`config.mk`:
```
export PLATFORM = sky130hd
export DESIGN_NAME = lfsr_sweep_generator_flat
export DESIGN_NICKNAME = d
export VERILOG_FILES = /design/src/rtl/lfsr_sweep_generator_if.sv /design/src/rtl/lfsr_sweep_generator.sv /design/src/flat_wrapper.sv
export SDC_FILE = /design/constraint.sdc
export NUM_CORES = 1
export LEC_CHECK = 0
export BUFFER_PORTS_ARGS = -buffer_cell sky130_fd_sc_hd__buf_2
export CAP_MARGIN = 30
export CORE_MARGIN = 8
export CORE_UTILIZATION = 31
export CTS_CLUSTER_SIZE = 24
export DETAILED_ROUTE_END_ITERATION = 6
export SLEW_MARGIN = 20
export SYNTH_ARGS = -nofsm -noshare
export SYNTH_HDL_FRONTEND = slang
export SYNTH_SLANG_ARGS = --single-unit
```
`constraint.sdc`:
```
create_clock -name clk_96MHz -period 3.4 [get_ports clk_96MHz]
set_input_delay 0.34 -clock clk_96MHz [delete_from_list [all_inputs] [get_ports clk_96MHz]]
set_output_delay 0.34 -clock clk_96MHz [all_outputs]
set_load 0.02 [all_outputs]
```
`src/rtl/lfsr_sweep_generator_if.sv`:
```
// rtl/lfsr_sweep_generator_if.sv - request/report bundle between a sweep controller and lfsr_sweep_generator
interface lfsr_sweep_generator_if;
  logic [23:0] ts_now;
  logic        start;
  logic        poly_sel;
  logic [16:0] seed;
  logic [16:0] length;
  logic        busy;
  logic        done;
  logic        err;
  logic        chip_strobe;
  logic        data_out;
  logic [16:0] value;
  logic [16:0] iteration_number;
  logic [23:0] ts_start;

  modport master (
    output ts_now, start, poly_sel, seed, length,
    input  busy, done, err, chip_strobe, data_out, value, iteration_number, ts_start
  );

  modport slave (
    input  ts_now, start, poly_sel, seed, length,
    output busy, done, err, chip_strobe, data_out, value, iteration_number, ts_start
  );
endinterface

```
`src/rtl/lfsr_sweep_generator.sv`:
```
// rtl/lfsr_sweep_generator.sv - seeded 17-bit LFSR chip emitter; BMC_ENCODE_EN selects biphase-mark line coding
module lfsr_sweep_generator #(
  parameter int unsigned CHIP_DIV = 16,
  parameter logic [16:0] POLY_A   = 17'h1d258,
  parameter logic [16:0] POLY_B   = 17'h17e04
) (
  input  logic                   clk_96MHz,
  input  logic                   reset,
  lfsr_sweep_generator_if.slave  sweep
);
  localparam int unsigned      DIV_W    = $clog2(CHIP_DIV);
  localparam logic [DIV_W-1:0] DIV_LAST = DIV_W'(CHIP_DIV - 1);
  localparam logic [DIV_W-1:0] DIV_HALF = DIV_W'(CHIP_DIV / 2);

  typedef enum logic [1:0] {IDLE, LOAD, RUN, DONE} state_e;

  state_e           state_q;
  logic [DIV_W-1:0] div_q;
  logic             first_q;
  logic [16:0]      seed_q;
  logic [16:0]      poly_q;
  logic [16:0]      len_q;
  logic [16:0]      value_q;
  logic [16:0]      iter_q;
  logic [23:0]      ts_start_q;
  logic             busy_q;
  logic             done_q;
  logic             err_q;
  logic             strobe_q;
  logic             data_q;
  logic [16:0]      lfsr_d;
  logic             last_chip;

  assign lfsr_d    = {value_q[15:0], ^(value_q & poly_q)};
  assign last_chip = (iter_q == len_q - 17'd1);

`ifndef BMC_ENCODE_EN
  // Chip 0 emits the seed itself; later chips emit the freshly stepped state.
  logic chip_bit;
  assign chip_bit = first_q ? value_q[16] : lfsr_d[16];
`endif

  always_ff @(posedge clk_96MHz or posedge reset) begin
    if (reset) begin
      state_q    <= IDLE;
      div_q      <= '0;
      first_q    <= 1'b0;
      seed_q     <= '0;
      poly_q     <= '0;
      len_q      <= '0;
      value_q    <= '0;
      iter_q     <= '0;
      ts_start_q <= '0;
      busy_q     <= 1'b0;
      done_q     <= 1'b0;
      err_q      <= 1'b0;
      strobe_q   <= 1'b0;
      data_q     <= 1'b0;
    end else begin
      case (state_q)
        IDLE: begin
          if (sweep.start) begin
            seed_q <= sweep.seed;
            poly_q <= sweep.poly_sel ? POLY_B : POLY_A;
            len_q  <= sweep.length;
            if (sweep.seed == '0) begin
              state_q <= DONE;
              done_q  <= 1'b1;
              err_q   <= 1'b1;
            end else if (sweep.length == '0) begin
              state_q <= DONE;
              done_q  <= 1'b1;
            end else begin
              state_q <= LOAD;
            end
          end
        end
        LOAD: begin
          value_q    <= seed_q;
          iter_q     <= '0;
          ts_start_q <= sweep.ts_now;
          busy_q     <= 1'b1;
          div_q      <= '0;
          first_q    <= 1'b1;
          data_q     <= 1'b0;
          state_q    <= RUN;
        end
        RUN: begin
          div_q    <= (div_q == DIV_LAST) ? '0 : div_q + DIV_W'(1);
          strobe_q <= 1'b0;
          if (div_q == '0) begin
            // The chip-boundary edge either finishes the sweep or opens the next chip.
            if (!first_q && last_chip) begin
              state_q <= DONE;
              done_q  <= 1'b1;
              busy_q  <= 1'b0;
              data_q  <= 1'b0;
            end else begin
              strobe_q <= 1'b1;
              first_q  <= 1'b0;
              if (!first_q) begin
                value_q <= lfsr_d;
                iter_q  <= iter_q + 17'd1;
              end
`ifdef BMC_ENCODE_EN
              data_q <= ~data_q;
`else
              data_q <= chip_bit;
`endif
            end
          end
`ifdef BMC_ENCODE_EN
          else if (div_q == DIV_HALF && value_q[16]) begin
            data_q <= ~data_q;
          end
`endif
        end
        DONE: begin
          done_q  <= 1'b0;
          err_q   <= 1'b0;
          state_q <= IDLE;
        end
        default: state_q <= IDLE;
      endcase
    end
  end

  assign sweep.busy             = busy_q;
  assign sweep.done             = done_q;
  assign sweep.err              = err_q;
  assign sweep.chip_strobe      = strobe_q;
  assign sweep.data_out         = data_q;
  assign sweep.value            = value_q;
  assign sweep.iteration_number = iter_q;
  assign sweep.ts_start         = ts_start_q;
endmodule
```
`src/flat_wrapper.sv`:
```
// flat-port wrapper written by rule: the top's interface ports become plain ports
module lfsr_sweep_generator_flat 
#(
  parameter int unsigned CHIP_DIV = 16,
  parameter logic [16:0] POLY_A   = 17'h1d258,
  parameter logic [16:0] POLY_B   = 17'h17e04
)
  (clk_96MHz, reset, sweep_ts_now, sweep_start, sweep_poly_sel, sweep_seed, sweep_length, sweep_busy, sweep_done, sweep_err, sweep_chip_strobe, sweep_data_out, sweep_value, sweep_iteration_number, sweep_ts_start);
  lfsr_sweep_generator_if sweep_i ();
  input  logic clk_96MHz;
  input  logic reset;
  input wire logic [$bits(sweep_i.ts_now)-1:0] sweep_ts_now;
  input wire logic [$bits(sweep_i.start)-1:0] sweep_start;
  input wire logic [$bits(sweep_i.poly_sel)-1:0] sweep_poly_sel;
  input wire logic [$bits(sweep_i.seed)-1:0] sweep_seed;
  input wire logic [$bits(sweep_i.length)-1:0] sweep_length;
  output wire logic [$bits(sweep_i.busy)-1:0] sweep_busy;
  output wire logic [$bits(sweep_i.done)-1:0] sweep_done;
  output wire logic [$bits(sweep_i.err)-1:0] sweep_err;
  output wire logic [$bits(sweep_i.chip_strobe)-1:0] sweep_chip_strobe;
  output wire logic [$bits(sweep_i.data_out)-1:0] sweep_data_out;
  output wire logic [$bits(sweep_i.value)-1:0] sweep_value;
  output wire logic [$bits(sweep_i.iteration_number)-1:0] sweep_iteration_number;
  output wire logic [$bits(sweep_i.ts_start)-1:0] sweep_ts_start;
  assign sweep_i.ts_now = sweep_ts_now;
  assign sweep_i.start = sweep_start;
  assign sweep_i.poly_sel = sweep_poly_sel;
  assign sweep_i.seed = sweep_seed;
  assign sweep_i.length = sweep_length;
  assign sweep_busy = sweep_i.busy;
  assign sweep_done = sweep_i.done;
  assign sweep_err = sweep_i.err;
  assign sweep_chip_strobe = sweep_i.chip_strobe;
  assign sweep_data_out = sweep_i.data_out;
  assign sweep_value = sweep_i.value;
  assign sweep_iteration_number = sweep_i.iteration_number;
  assign sweep_ts_start = sweep_i.ts_start;
  lfsr_sweep_generator #(.CHIP_DIV(CHIP_DIV), .POLY_A(POLY_A), .POLY_B(POLY_B)) u_core (.clk_96MHz(clk_96MHz), .reset(reset), .sweep(sweep_i));
endmodule
```
Word level (Yosys, flattened, before mapping)
Cells that the tools add are included.
{"block": "word_totals", "ff_bits": 121, "input_bits": 62, "out_inout_bits": 63, "elab_cells": 86}
{"block": "op_classes", "n_addsub": 3, "n_eq_ne": 12, "muxes": 38, "bitwise_logic": 1, "n_reduce_logical": 18}
{"cell": "17-bit two-way mux", "n": 6}
{"cell": "17-bit case mux with 2 select lines", "n": 2}
{"cell": "17-bit logical NOT", "n": 2}
{"cell": "17-bit by 1-bit adder with 17-bit output (second input constant)", "n": 1}
{"cell": "17-bit AND", "n": 1}
{"cell": "17-bit == test", "n": 1}
{"cell": "17-bit XOR reduction", "n": 1}
{"cell": "17-bit by 1-bit subtractor with 17-bit output (second input constant)", "n": 1}
{"cell": "1-bit two-way mux", "n": 16}
{"cell": "16-bit two-way mux", "n": 1}
{"cell": "3-bit AND reduction", "n": 4}
{"cell": "2-bit two-way mux", "n": 5}
{"cell": "1-bit case mux with 2 select lines", "n": 4}
{"cell": "2-bit case mux with 4 select lines", "n": 1}
{"cell": "4-bit case mux with 2 select lines", "n": 1}
{"cell": "2-bit by 1-bit != test with 1-bit output (second input constant)", "n": 3}
{"cell": "2-bit != test (second input constant)", "n": 3}
{"cell": "5-bit AND reduction", "n": 1}
{"cell": "4-bit by 1-bit adder with 4-bit output (second input constant)", "n": 1}
{"cell": "2-bit == test (second input constant)", "n": 2}
{"cell": "4-bit == test (second input constant)", "n": 1}
{"cell": "4-bit logical NOT", "n": 1}
{"cell": "4-bit two-way mux", "n": 1}
{"cell": "2-bit AND reduction", "n": 2}
{"cell": "other kinds (9)", "n": 10}

Depth between registers and ports, before layout
Gate-level depths: netlist of run 1.
{"block": "logic_depth", "ltp_word": 6, "mapped_depth": 12, "depth_no_buf": 10}

Worst setup path after synthesis of run 1
No wires, ideal clock.
{"block": "synth_path", "kind": "register to register", "from": "register u_core.len_q[0]", "to": "register u_core.done_q, in the netlist u_core.sweep.done", "arrival_ns": 2.835, "setup_slack_ns": 0.439, "path_stages_with_launch": 10, "path_buffers": 1, "synth_period_minus_slack_ns": 2.961, "cell_sequence": "dfrtp_1 or4_4 or2_1 nor4_1 o221ai_1 a2111oi_2 and3_4 buf_6 nand2_4 a311o_1"}
{"block": "synth_between", "elab_chain_cells": 5}
{"element": "start: declaration", "line": "lfsr_sweep_generator.sv:22", "rtl": "logic [16:0] len_q;"}
{"element": "start signal: assignment", "line": "lfsr_sweep_generator.sv:65", "rtl": "len_q <= sweep.length;"}
{"element": "17-bit by 1-bit subtractor with 17-bit output", "line": "lfsr_sweep_generator.sv:35", "rtl": "assign last_chip = (iter_q == len_q - 17'd1);"}
{"element": "17-bit == test", "line": "lfsr_sweep_generator.sv:35"}
{"element": "1-bit logical AND", "line": "lfsr_sweep_generator.sv:93", "rtl": "if (!first_q && last_chip) begin"}
{"element": "2-bit by 1-bit != test with 1-bit output (no line)"}
{"element": "5-bit AND reduction (no line)"}
{"element": "end signal: assignment", "line": "lfsr_sweep_generator.sv:55", "rtl": "done_q <= 1'b0;"}
{"element": "end signal: assignment", "line": "lfsr_sweep_generator.sv:95", "rtl": "done_q <= 1'b1;"}
{"element": "end signal: assignment", "line": "lfsr_sweep_generator.sv:119", "rtl": "done_q <= 1'b0;"}
{"element": "end: declaration", "line": "lfsr_sweep_generator.sv:27", "rtl": "logic done_q;"}
No other way between the ends.
A chain may end at the register's enable or synchronous reset.

Final worst setup path of run 1
Ends and elaborated chain as after synthesis.

==> qor.yml, run 1 <==
timing:
  hold_violations: 0
  worstMarginPinSlew_ns: 0.6992
  finalSetupViolCount: 0
  fin_skew_ns: 0.01223
  fin_tns_setup_ns: 0
  slew_violations: 0
  fin_crit_sh_pct: 93.02
  fmax_mhz: 316.2
  finalCriticalPeriod_ns: 3.163
  relSlewSlack_pct: 53.22
synthesis:
  yosysSeqAreaShare_pct: 47.67
  synthTopCellsByCount: "107 x dfrtp_1, 60 x mux2_2, 53 x nand2_1, 31 x o21ai_0, 22 x nor2_1"
  synth_ff_type: "dfrtp_1"
  syn_inst: 528
  synth_cell_types: 59
  synth_top_cell_by_area: "dfrtp_1"
  ys_seq_elements: 107
  avgSynthCellArea_um2: 10.64
  synth-edff-count: 0
  yosysMostFrequentCell: "dfrtp_1"
  syn-num-nets: 600
  synthArstFlopShare_pct: 100.0
  yosysTopAreaCellShare_pct: 47.67
  synth_area_leaders: "dfrtp_1 48%, mux2_2 12%, mux2i_1 3.7%"
  ys_warn_count: 0
  synth.cell_area_um2: 5617
clocking:
  clk_pin_slew_ns: 0.08
  worstSkewPairLatency_ns: 0.36
  postCtsSetupBuffers: 0
  cts_tree: "built"
  cts.sink_count: 107
  cts_max_level: 3
  cts_buffers: 9
  clockBufferDepth: 2
  clock_tree.root_cell: "clkbuf_16"
placed_design:
  io_buffers: 124
  gp_congestion: 0.7986
  dp_hpwl_mm: 10.83
route:
  drt_iter0_drc: 232
  routed_wl_mm: 14.68
  drc: 0
  avgViaCountPerCell: 5.016
  wl_per_cell_um: 16.60
  via_count: 4434
  detail_route.first_pass.iterations: 4
  drtAntennaViolNets: 0
critical_path:
  cp_max_fo: 14
  cp_cell_sequence: "or4_4 > or2_1 > nor4_1 > o221ai_1 > a2111oi_4 > and3_4 > nand2_4 > a311o_1"
  cp-start-kind: "flip-flop"
  crit_type: "flip-flop to flip-flop"
  cp_data_required_time_ns: 3.64
  slowest_delay_ns: 0.59
  cp_slowest_cell: "or4_4"
  crit_arrival_ns: 3.40
  critPathCaptureType: "flip-flop"
floorplan:
  io_pins: 125
  die_y_um: 150.6
  start_util_pct: 31.37
  num_rows: 49
  die-area_um2: 22680
  die_w_um: 150.6
  core_area_um2: 17900
grt:
  grt_pass1_vias: 4506
  grt_remaining_overflow: 0
  grt_antenna_before_repair: 1
  grt_max_degree: 71
  grt_pass1_wl_mm: 23.53
  track_usage_pct: 13.14
power_and_ir_drop:
  irDropWorstVdd_v: 0.0002522
  p_per_area_nw_per_um2: 349.0
  p_leak_nw: 3.554
run_status:
  status: "finished, final reports clean"
layout:
  nets: 722
  antenna_cells: 0
  postLayoutCoreUtil_pct: 38.29
  syn_to_final_growth_pct: 22.03
  seq_area_um2: 2678
  drive_gt1_share_pct: 34.81
  n_fill_cell: 1811
  multiInputGateArea_um2: 2765
job:
  drv_cap: 0
hold_path:
  hp-class: "primary input to flip-flop"
repair_timing:
action / in CTS / in global routing
endpoints found under the setup margin: 0 / 9
gates resized for setup: 0 / 2
endpoints found under the hold margin: 0 / 17
hold buffers: 0 / 1
placed cells by master (no fill, tap or decap), drive strengths merged, types with 9 or more instances in the layout:
master and n:
and3 9, buf 136, clkbuf 9, dfrtp 107, ha 10, inv 21, mux2 60, mux2i 21
nand2 54, nand3 21, nor2 22, nor3 11, nor4 13, o21ai 31, xnor2 20, xor2 9
sequential cells by signal, summed over array words and instances (netlist names):
signal and cells:
u_core.len_q 17, u_core.sweep.data_out 1, u_core.sweep.iteration_number 17, u_core.sweep.busy 1, u_core.div_q 4, u_core.sweep.chip_strobe 1, u_core.seed_q 17, u_core.sweep.ts_start 24
u_core.first_q 1, u_core.sweep.done 1, u_core.poly_q 3, u_core.sweep.err 1, u_core.sweep.value 17, u_core.state_q 2
power breakdown:
group	internal (mW)	leakage [nW]	switching [mW]	total, mW
combinational	0.0322	1.94	0.0431	0.0753
sequential	1.27	1.47	0	1.27
clock	0.517	0.146	0.528	1.05
total	1.82	3.55	0.571	2.39
worst paths after layout:
path,endpoint,from,slack [ns],depth (start not counted)
setup / recovery,u_core.sweep.done$_DFFE_PP0P_,u_core.len_q[0]$_DFFE_PP0P_,0.24,8
hold / removal,u_core.sweep.ts_start[18]$_DFFE_PP0N_,sweep_ts_now[18],0.21,2
setup reg to reg,u_core.sweep.done$_DFFE_PP0P_,u_core.len_q[0]$_DFFE_PP0P_,0.24,8
hold reg to reg,u_core.poly_q[14]$_DFFE_PP0P_,u_core.poly_q[14]$_DFFE_PP0P_,0.47,1
max in group asynchronous,u_core.sweep.ts_start[6]$_DFFE_PP0N_,reset,2.08,5
min in group asynchronous,u_core.sweep.ts_start[10]$_DFFE_PP0N_,reset,0.46,3
critical path, delay by kind of cell (launching register included):
kind             cells  cell delay (ns)
AO/OA/AOI/OAI        3             1.04
AND/OR/NAND/NOR      5             1.56
flip-flops           1             0.44
cells by family (layout without fill, tap and decap cells):
| logic type | Yosys count | count (layout) | share of synthesized area [%] |
|---|---|---|---|
| simple gates | 171 | 171 | 15.93 |
| flops | 107 | 107 | 47.67 |
| buf+inv | 45 | 172 | 3.453 |
| mux | 81 | 81 | 15.77 |
| fa+ha+maj | 10 | 10 | 2.228 |
| xor+xnor | 29 | 29 | 4.522 |
| compound gates | 85 | 85 | 10.43 |
stage by stage:
step           power [mW]  area [um2]  setup WS (ns)  hold slack, ns  std cells
5_1_grt             2.491        6854       -0.01223          0.1893        884
3_3_place_gp        1.370        6501         0.3179          0.4498        866
4_1_cts             2.436        6799         0.1621          0.1873        882
3_5_place_dp        1.370        6501         0.1948          0.4542        866
2_1_floorplan       1.318        5617         0.2428          0.4346        528
6_report            2.392        6854         0.2373          0.2069        884
per-layer routing:
layer	track usage, %	up-vias	wire, um
met4	3.414	2	183
met3	4.779	16	1171
li1	-	2155	-
met5	0	-	10
met1	16.82	2135	6572
met2	20.61	126	6739
area by class of cell:
cell class	instances	share of cell area, %
Multi-Input combinational cell	376	40.34
Clock inverter	7	1.059
Timing Repair Buffer	137	10.99
Sequential cell	107	39.07
Tap cell	229	4.180
Inverter	19	1.077
Clock buffer	9	3.286
No activity file was read; power rests on OpenSTA's default activity.
==> run 2, diff against run 1 <==
ABC_AREA = 1   (was unset)
==> run 2 against run 1 <==
Net effect:
- power grew to 2.6 times the previous value
- register-to-register slack improved by 0.47 ns
- via count up 19%
- worst hold slack got worse by 0.071 ns
- design area is 2.7% higher
- highest routed layer is now met4
- largest cell class unchanged
- combinational power rose to 39 times the previous value
==> qor.yml, run 2 <==
timing:
  rsz0062_at_grt: "false"
  fin_tns_setup_ns: 0
  fin_skew_ns: 0.01216
  finalCriticalPeriod_ns: 2.696
  hold_violations: 0
  slew_violations: 0
  fmax_mhz: 371.0
  finalSetupViolCount: 0
  relSlewSlack_pct: 45.44
  worstMarginPinSlew_ns: 0.8183
  whs_ns: 0.1358
  fin_crit_sh_pct: 79.28
critical_path:
  r2r_cells: 16
  cp_data_required_time_ns: 3.68
  cp_max_fo: 34
  crit_type: "flip-flop to flip-flop"
  cp-start-kind: "flip-flop"
  crit_arrival_ns: 2.98
  slowest_delay_ns: 0.40
  rr_endpoint: "u_core.sweep.iteration_number[10]$_DFFE_PP0P_"
  cp_cell_sequence: "inv_1 > ha_1 > nand2_2 > nor2_2 > nand2_1 > nand2_1 > nand2_1 > nor2_1 > nand2_1 > nor2_1 > nand3_2 > nand2_2 > nand2_4 > nand2_4 > nand2_1 > nand2_1"
  r2r_start: "u_core.len_q[0]$_DFFE_PP0P_"
  cp_common_cell: "nand2_1"
  critPathCaptureType: "flip-flop"
  ff2ff_setup_slack_ns: 0.70
  cp_slowest_cell: "nand2_4"
run_status:
  status: "finished, final reports clean"
grt:
  grt_max_degree: 65
  track_usage_pct: 14.11
  grt_antenna_before_repair: 0
  grt_pass1_wl_mm: 27.45
  grt_pass1_vias: 5456
  grt_remaining_overflow: 0
power_and_ir_drop:
  swShare_pct: 45.88
  p_int_mw: 3.337
  combPwrFrac_pct: 47.9
  p_per_area_nw_per_um2: 875.9
  p_leak_nw: 3.696
  irDropWorstVdd_v: 0.0004681
  seqPwrFrac_pct: 35.2
  switchingPower_mw: 2.829
  total_power_mw: 6.166
  clock_power_share_pct: 16.9
route:
  detail_route.first_pass.iterations: 4
  wl_per_cell_um: 14.42
  drtAntennaViolNets: 0
  drt_iter0_drc: 284
  drc: 0
  avgViaCountPerCell: 4.688
  via_count: 5274
  routed_wl_mm: 16.23
hold_path:
  hp-class: "primary input to asynchronous set/reset pin"
layout:
  largest_reg_flops: 24
  final_area_um2: 7039
  antenna_cells: 0
  layout_common_cells: "265 x nand2_1, 124 x buf_2, 107 x dfrtp_1"
  n_fill_cell: 1981
  syn_to_final_growth_pct: 18.87
  drive_gt1_share_pct: 20.99
  final_common_cell: "nand2_1"
  nets: 958
synthesis:
  synth_top_cell_by_area: "dfrtp_1"
  syn_inst: 771
  syn-num-nets: 843
  yosysSeqAreaShare_pct: 45.21
  synth_ff_type: "dfrtp_1"
  ys_warn_count: 0
  yosysTopAreaCellShare_pct: 45.21
  yosysMostFrequentCell: "nand2_1"
  synth.cell_area_um2: 5922
  synthTopCellsByCount: "265 x nand2_1, 107 x dfrtp_1, 80 x inv_1, 63 x nor2_1, 59 x nand3_1"
  synthArstFlopShare_pct: 100.0
  synth_area_leaders: "dfrtp_1 45%, nand2_1 17%, inv_1 5.1%"
  avgSynthCellArea_um2: 7.681
  ys_seq_elements: 107
  synth-edff-count: 0
  synth_cell_types: 33
floorplan:
  die_y_um: 154.2
  die_w_um: 154.2
  num_rows: 50
  core_area_um2: 18710
  die-area_um2: 23780
  io_pins: 125
  start_util_pct: 31.66
clocking:
  clock_tree.root_cell: "clkbuf_16"
  cts.sink_count: 107
  postCtsSetupBuffers: 0
  clockBufferDepth: 2
  clk_pin_slew_ns: 0.08
  cts_tree: "built"
  holdBufCountCts: 0
  cts_buffers: 9
  cts_max_level: 3
  worstSkewPairLatency_ns: 0.35
  cts-resized-gates: 0
placed_design:
  io_buffers: 124
  dp_hpwl_mm: 12.10
  gp_congestion: 0.8348
  place_area_um2: 6755
job:
  drv_cap: 0
[run 2: layout make-up]
class	instances	area, um2	area share [%]
Tap cell	234	292.8	4.159
Clock inverter	6	45.04	0.6399
Timing Repair Buffer	131	673.1	9.563
Clock buffer	10	239.0	3.395
Multi-Input combinational cell	556	2805	39.85
Sequential cell	107	2678	38.04
Inverter	81	306.5	4.355
[run 2: logic make-up (layout without fill, tap and decap cells)]
group                    after synthesis  after routing  synth area share, %
AND/OR/NAND/NOR                      436            436                31.52
AO/OA/AOI/OAI                         59             59                5.134
XOR/XNOR                              27             27                3.993
adder cells (fa/ha/maj)               10             10                2.113
buffers and inverters                108            228                7.458
flip-flops                           107            107                45.21
multiplexers                          24             24                4.564
[run 2: through the flow]
step,std cells,setup WS [ns],util [%]
final,1125,0.7045,37.63
after global placement,1109,0.7695,36.11
after floorplan,771,0.2428,-
after CTS,1125,0.7110,37.63
after detailed placement,1109,0.7525,36.11
after global routing,1125,0.3340,37.63
[run 2: worst max path at each step]
stage                                start                                             to  depth (start not counted)
2_1_floorplan                        reset                    u_core.div_q[0]$_DFFE_PP0P_                          1
5_1_grt        u_core.len_q[0]$_DFFE_PP0P_   u_core.sweep.iteration_number[7]$_DFFE_PP0P_                         16
3_3_place_gp   u_core.len_q[0]$_DFFE_PP0P_  u_core.sweep.iteration_number[15]$_DFFE_PP0P_                         16
3_5_place_dp   u_core.len_q[0]$_DFFE_PP0P_  u_core.sweep.iteration_number[10]$_DFFE_PP0P_                         16
4_1_cts        u_core.len_q[0]$_DFFE_PP0P_  u_core.sweep.iteration_number[10]$_DFFE_PP0P_                         16
6_report       u_core.len_q[0]$_DFFE_PP0P_  u_core.sweep.iteration_number[10]$_DFFE_PP0P_                         16
[run 2: worst max-delay path: cells and delay by family (launching register included)]
kind / cells / cell delay, ns
buf+inv: 1 / 0.11
simple gates: 14 / 1.83
fa+ha+maj: 1 / 0.27
flops: 1 / 0.38
[run 2: layer usage]
metal | global-route usage [%] | vias to the layer above | wire length (um)
met5 | 0 | - | 0
met4 | 3.453 | 0 | 196
met3 | 4.570 | 19 | 1190
met2 | 22.68 | 147 | 7436
met1 | 18.03 | 2450 | 7404
li1 | - | 2658 | -
[run 2: power by group through the flow]
stage / sequential (mW) / combinational (mW) / clock [mW]
after floorplan: 2.40 / 1.99 / 0
after global placement: 2.19 / 2.95 / 0
after detailed placement: 2.19 / 2.99 / 0
after CTS: 2.18 / 3.00 / 1.08
after global routing: 2.25 / 3.38 / 1.12
final: 2.17 / 2.95 / 1.04
==> run 3, diff against run 2 <==
clock period = 2.55 ns   (was 3.4 ns; I/O delays follow)
==> run 3 against run 2 <==
Net effect:
- register-to-register slack lost 0.39 ns
- worst hold slack lost 0.036 ns
- final cell count grew 0.89%
- critical path depth shrank 1
- clock-buffer cell count shrank 1
- first-iteration DRC count shrank 8.5%
- routed wire length is essentially flat
- clock skew is essentially flat
- design area grew 2.0%
- critical endpoint is now u_core.sweep.iteration_number[7]$_DFFE_PP0P_
==> qor.yml, run 3 (synthesized netlist as in run 2, its figures left out) <==
timing:
  slew_violations: 0
  finalSetupViolCount: 0
  fin_skew_ns: 0.01265
  fin_tns_setup_ns: 0
  rsz0062_at_grt: "false"
  relSlewSlack_pct: 65.89
  finalCriticalPeriod_ns: 2.234
  fin_crit_sh_pct: 87.63
  worstMarginPinSlew_ns: 0.5105
  finalWorstSetupSlack_ns: 0.3156
  hold_violations: 0
  fmax_mhz: 447.5
placed_design:
  dp_worst_setup_slack_ns: 0.2117
  io_buffers: 124
  dp_hpwl_mm: 12.39
  post-place-cells: 1118
  place_area_um2: 6862
  gp_congestion: 0.8770
clocking:
  clock_tree.root_cell: "clkbuf_16"
  worstSkewPairLatency_ns: 0.36
  cts_tree: "built"
  clk_pin_slew_ns: 0.08
  cts_max_level: 3
  cts_buffers: 9
  clockBufferDepth: 2
  cts.sink_count: 107
route:
  wl_per_cell_um: 14.30
  avgViaCountPerCell: 4.706
  drt_iter0_drc: 260
  routed_wl_mm: 16.23
  drc: 0
  via_count: 5341
  detail_route.first_pass.iterations: 5
  drtAntennaViolNets: 0
critical_path:
  cp-start-kind: "flip-flop"
  crit_arrival_ns: 2.48
  crit_type: "flip-flop to flip-flop"
  ff2ff_setup_slack_ns: 0.32
  critPathCaptureType: "flip-flop"
  cp_max_fo: 32
  cp_data_required_time_ns: 2.80
layout:
  drive_gt1_share_pct: 21.86
  nets: 968
  layout_common_cells: "265 x nand2_1, 124 x buf_2, 107 x dfrtp_1"
  n_fill_cell: 1950
  syn_to_final_growth_pct: 21.19
  seq_area_um2: 2678
  antenna_cells: 0
  final_area_um2: 7177
  multiInputGateArea_um2: 2816
  largest_reg_flops: 24
  final_common_cell: "nand2_1"
  finalNonFillerCells: 1135
grt:
  grt_remaining_overflow: 0
  grt_pass1_wl_mm: 27.00
  grt_max_degree: 35
  grt_antenna_before_repair: 0
  grt_pass1_vias: 5486
  track_usage_pct: 13.96
floorplan:
  die_w_um: 154.2
  io_pins: 125
  core_area_um2: 18710
  start_util_pct: 31.66
  die_y_um: 154.2
  die-area_um2: 23780
  num_rows: 50
job:
  drv_cap: 0
power_and_ir_drop:
  p_leak_nw: 3.742
  p_per_area_nw_per_um2: 1160
  irDropWorstVdd_v: 0.0005976
  total_power_mw: 8.325
hold_path:
  hp-class: "primary input to flip-flop"
run_status:
  status: "finished, final reports clean"
-- run 3: changes by cell type in the layout (fill, tap and decap cells not counted), moves of 2 or more --
cell        delta
clkinvlp_4     +4
inv_6          -2
buf_4          +5
clkinv_2       -2
buf_12         +3
-- run 3: path summary, 6_finish.rpt --
| path | start | to | cells after the start |
|---|---|---|---|
| max in group asynchronous | reset | u_core.sweep.iteration_number[15]$_DFFE_PP0P_ | 4 |
| max | u_core.len_q[3]$_DFFE_PP0P_ | u_core.sweep.iteration_number[7]$_DFFE_PP0P_ | 15 |
| max reg2reg | u_core.len_q[3]$_DFFE_PP0P_ | u_core.sweep.iteration_number[7]$_DFFE_PP0P_ | 15 |
| min | sweep_seed[14] | u_core.seed_q[14]$_DFFE_PP0P_ | 3 |
| min reg2reg | u_core.sweep.done$_DFFE_PP0P_ | u_core.sweep.done$_DFFE_PP0P_ | 2 |
| min in group asynchronous | reset | u_core.sweep.value[9]$_DFFE_PP0P_ | 3 |
-- run 3: worst max-delay path, stage by stage, from the launching register on --
cell,delay (ns)
dfrtp_1,0.47
nor2_1,0.18
nand2_1,0.10
nor2_4,0.18
nand2_1,0.08
nand2_1,0.06
nand2_1,0.05
nor2_1,0.15
nand2_1,0.09
nor2_1,0.11
nand3_2,0.12
nand2_2,0.10
nand2_4,0.07
buf_6,0.21
nand3_1,0.09
nand2_1,0.06
-- run 3: area by class of cell --
cell class / count / share of cell area [%]
clock buffers: 9 / 3.138
well taps: 234 / 4.080
inverters: 81 / 4.289
clock inverters: 7 / 0.9066
multi-input cells: 556 / 39.24
repair buffers: 141 / 11.04
flip-flops and latches: 107 / 37.31
-- run 3: what timing repair did --
| action | CTS | global route |
|---|---|---|
| setup endpoints to repair | 0 | 35 |
| buffers inserted | 0 | 0 |
| hold endpoints to repair | 14 | 0 |
| hold buffers | 1 | 0 |
| gates resized for setup | 0 | 3 |
-- run 3: where the power goes --
part | total (mW) | switching (mW) | leakage (nW) | internal (mW)
clock | 1.37 | 0.694 | 0.131 | 0.678
sequential | 2.89 | 0.532 | 1.34 | 2.36
combinational | 4.06 | 2.59 | 2.27 | 1.47
-- run 3: stage by stage --
stage               hold slack (ns)  utilization [%]
floorplan                    0.3646                -
global placement             0.4580            36.58
detailed placement           0.3138            36.68
CTS                         0.08464            38.29
global route                 0.1006            38.37
finish                      0.09954            38.37
-- run 3: layer usage --
metal  vias to the layer above  wire [um]  part of all wire (%)  track usage, %
met5                         -          0                     0               0
met4                         0        272                   1.7           4.433
met3                        17       1144                   7.0           4.570
met2                       134       7567                    47           23.38
met1                      2507       7246                    45           16.66
li1                       2683          -                     -               -
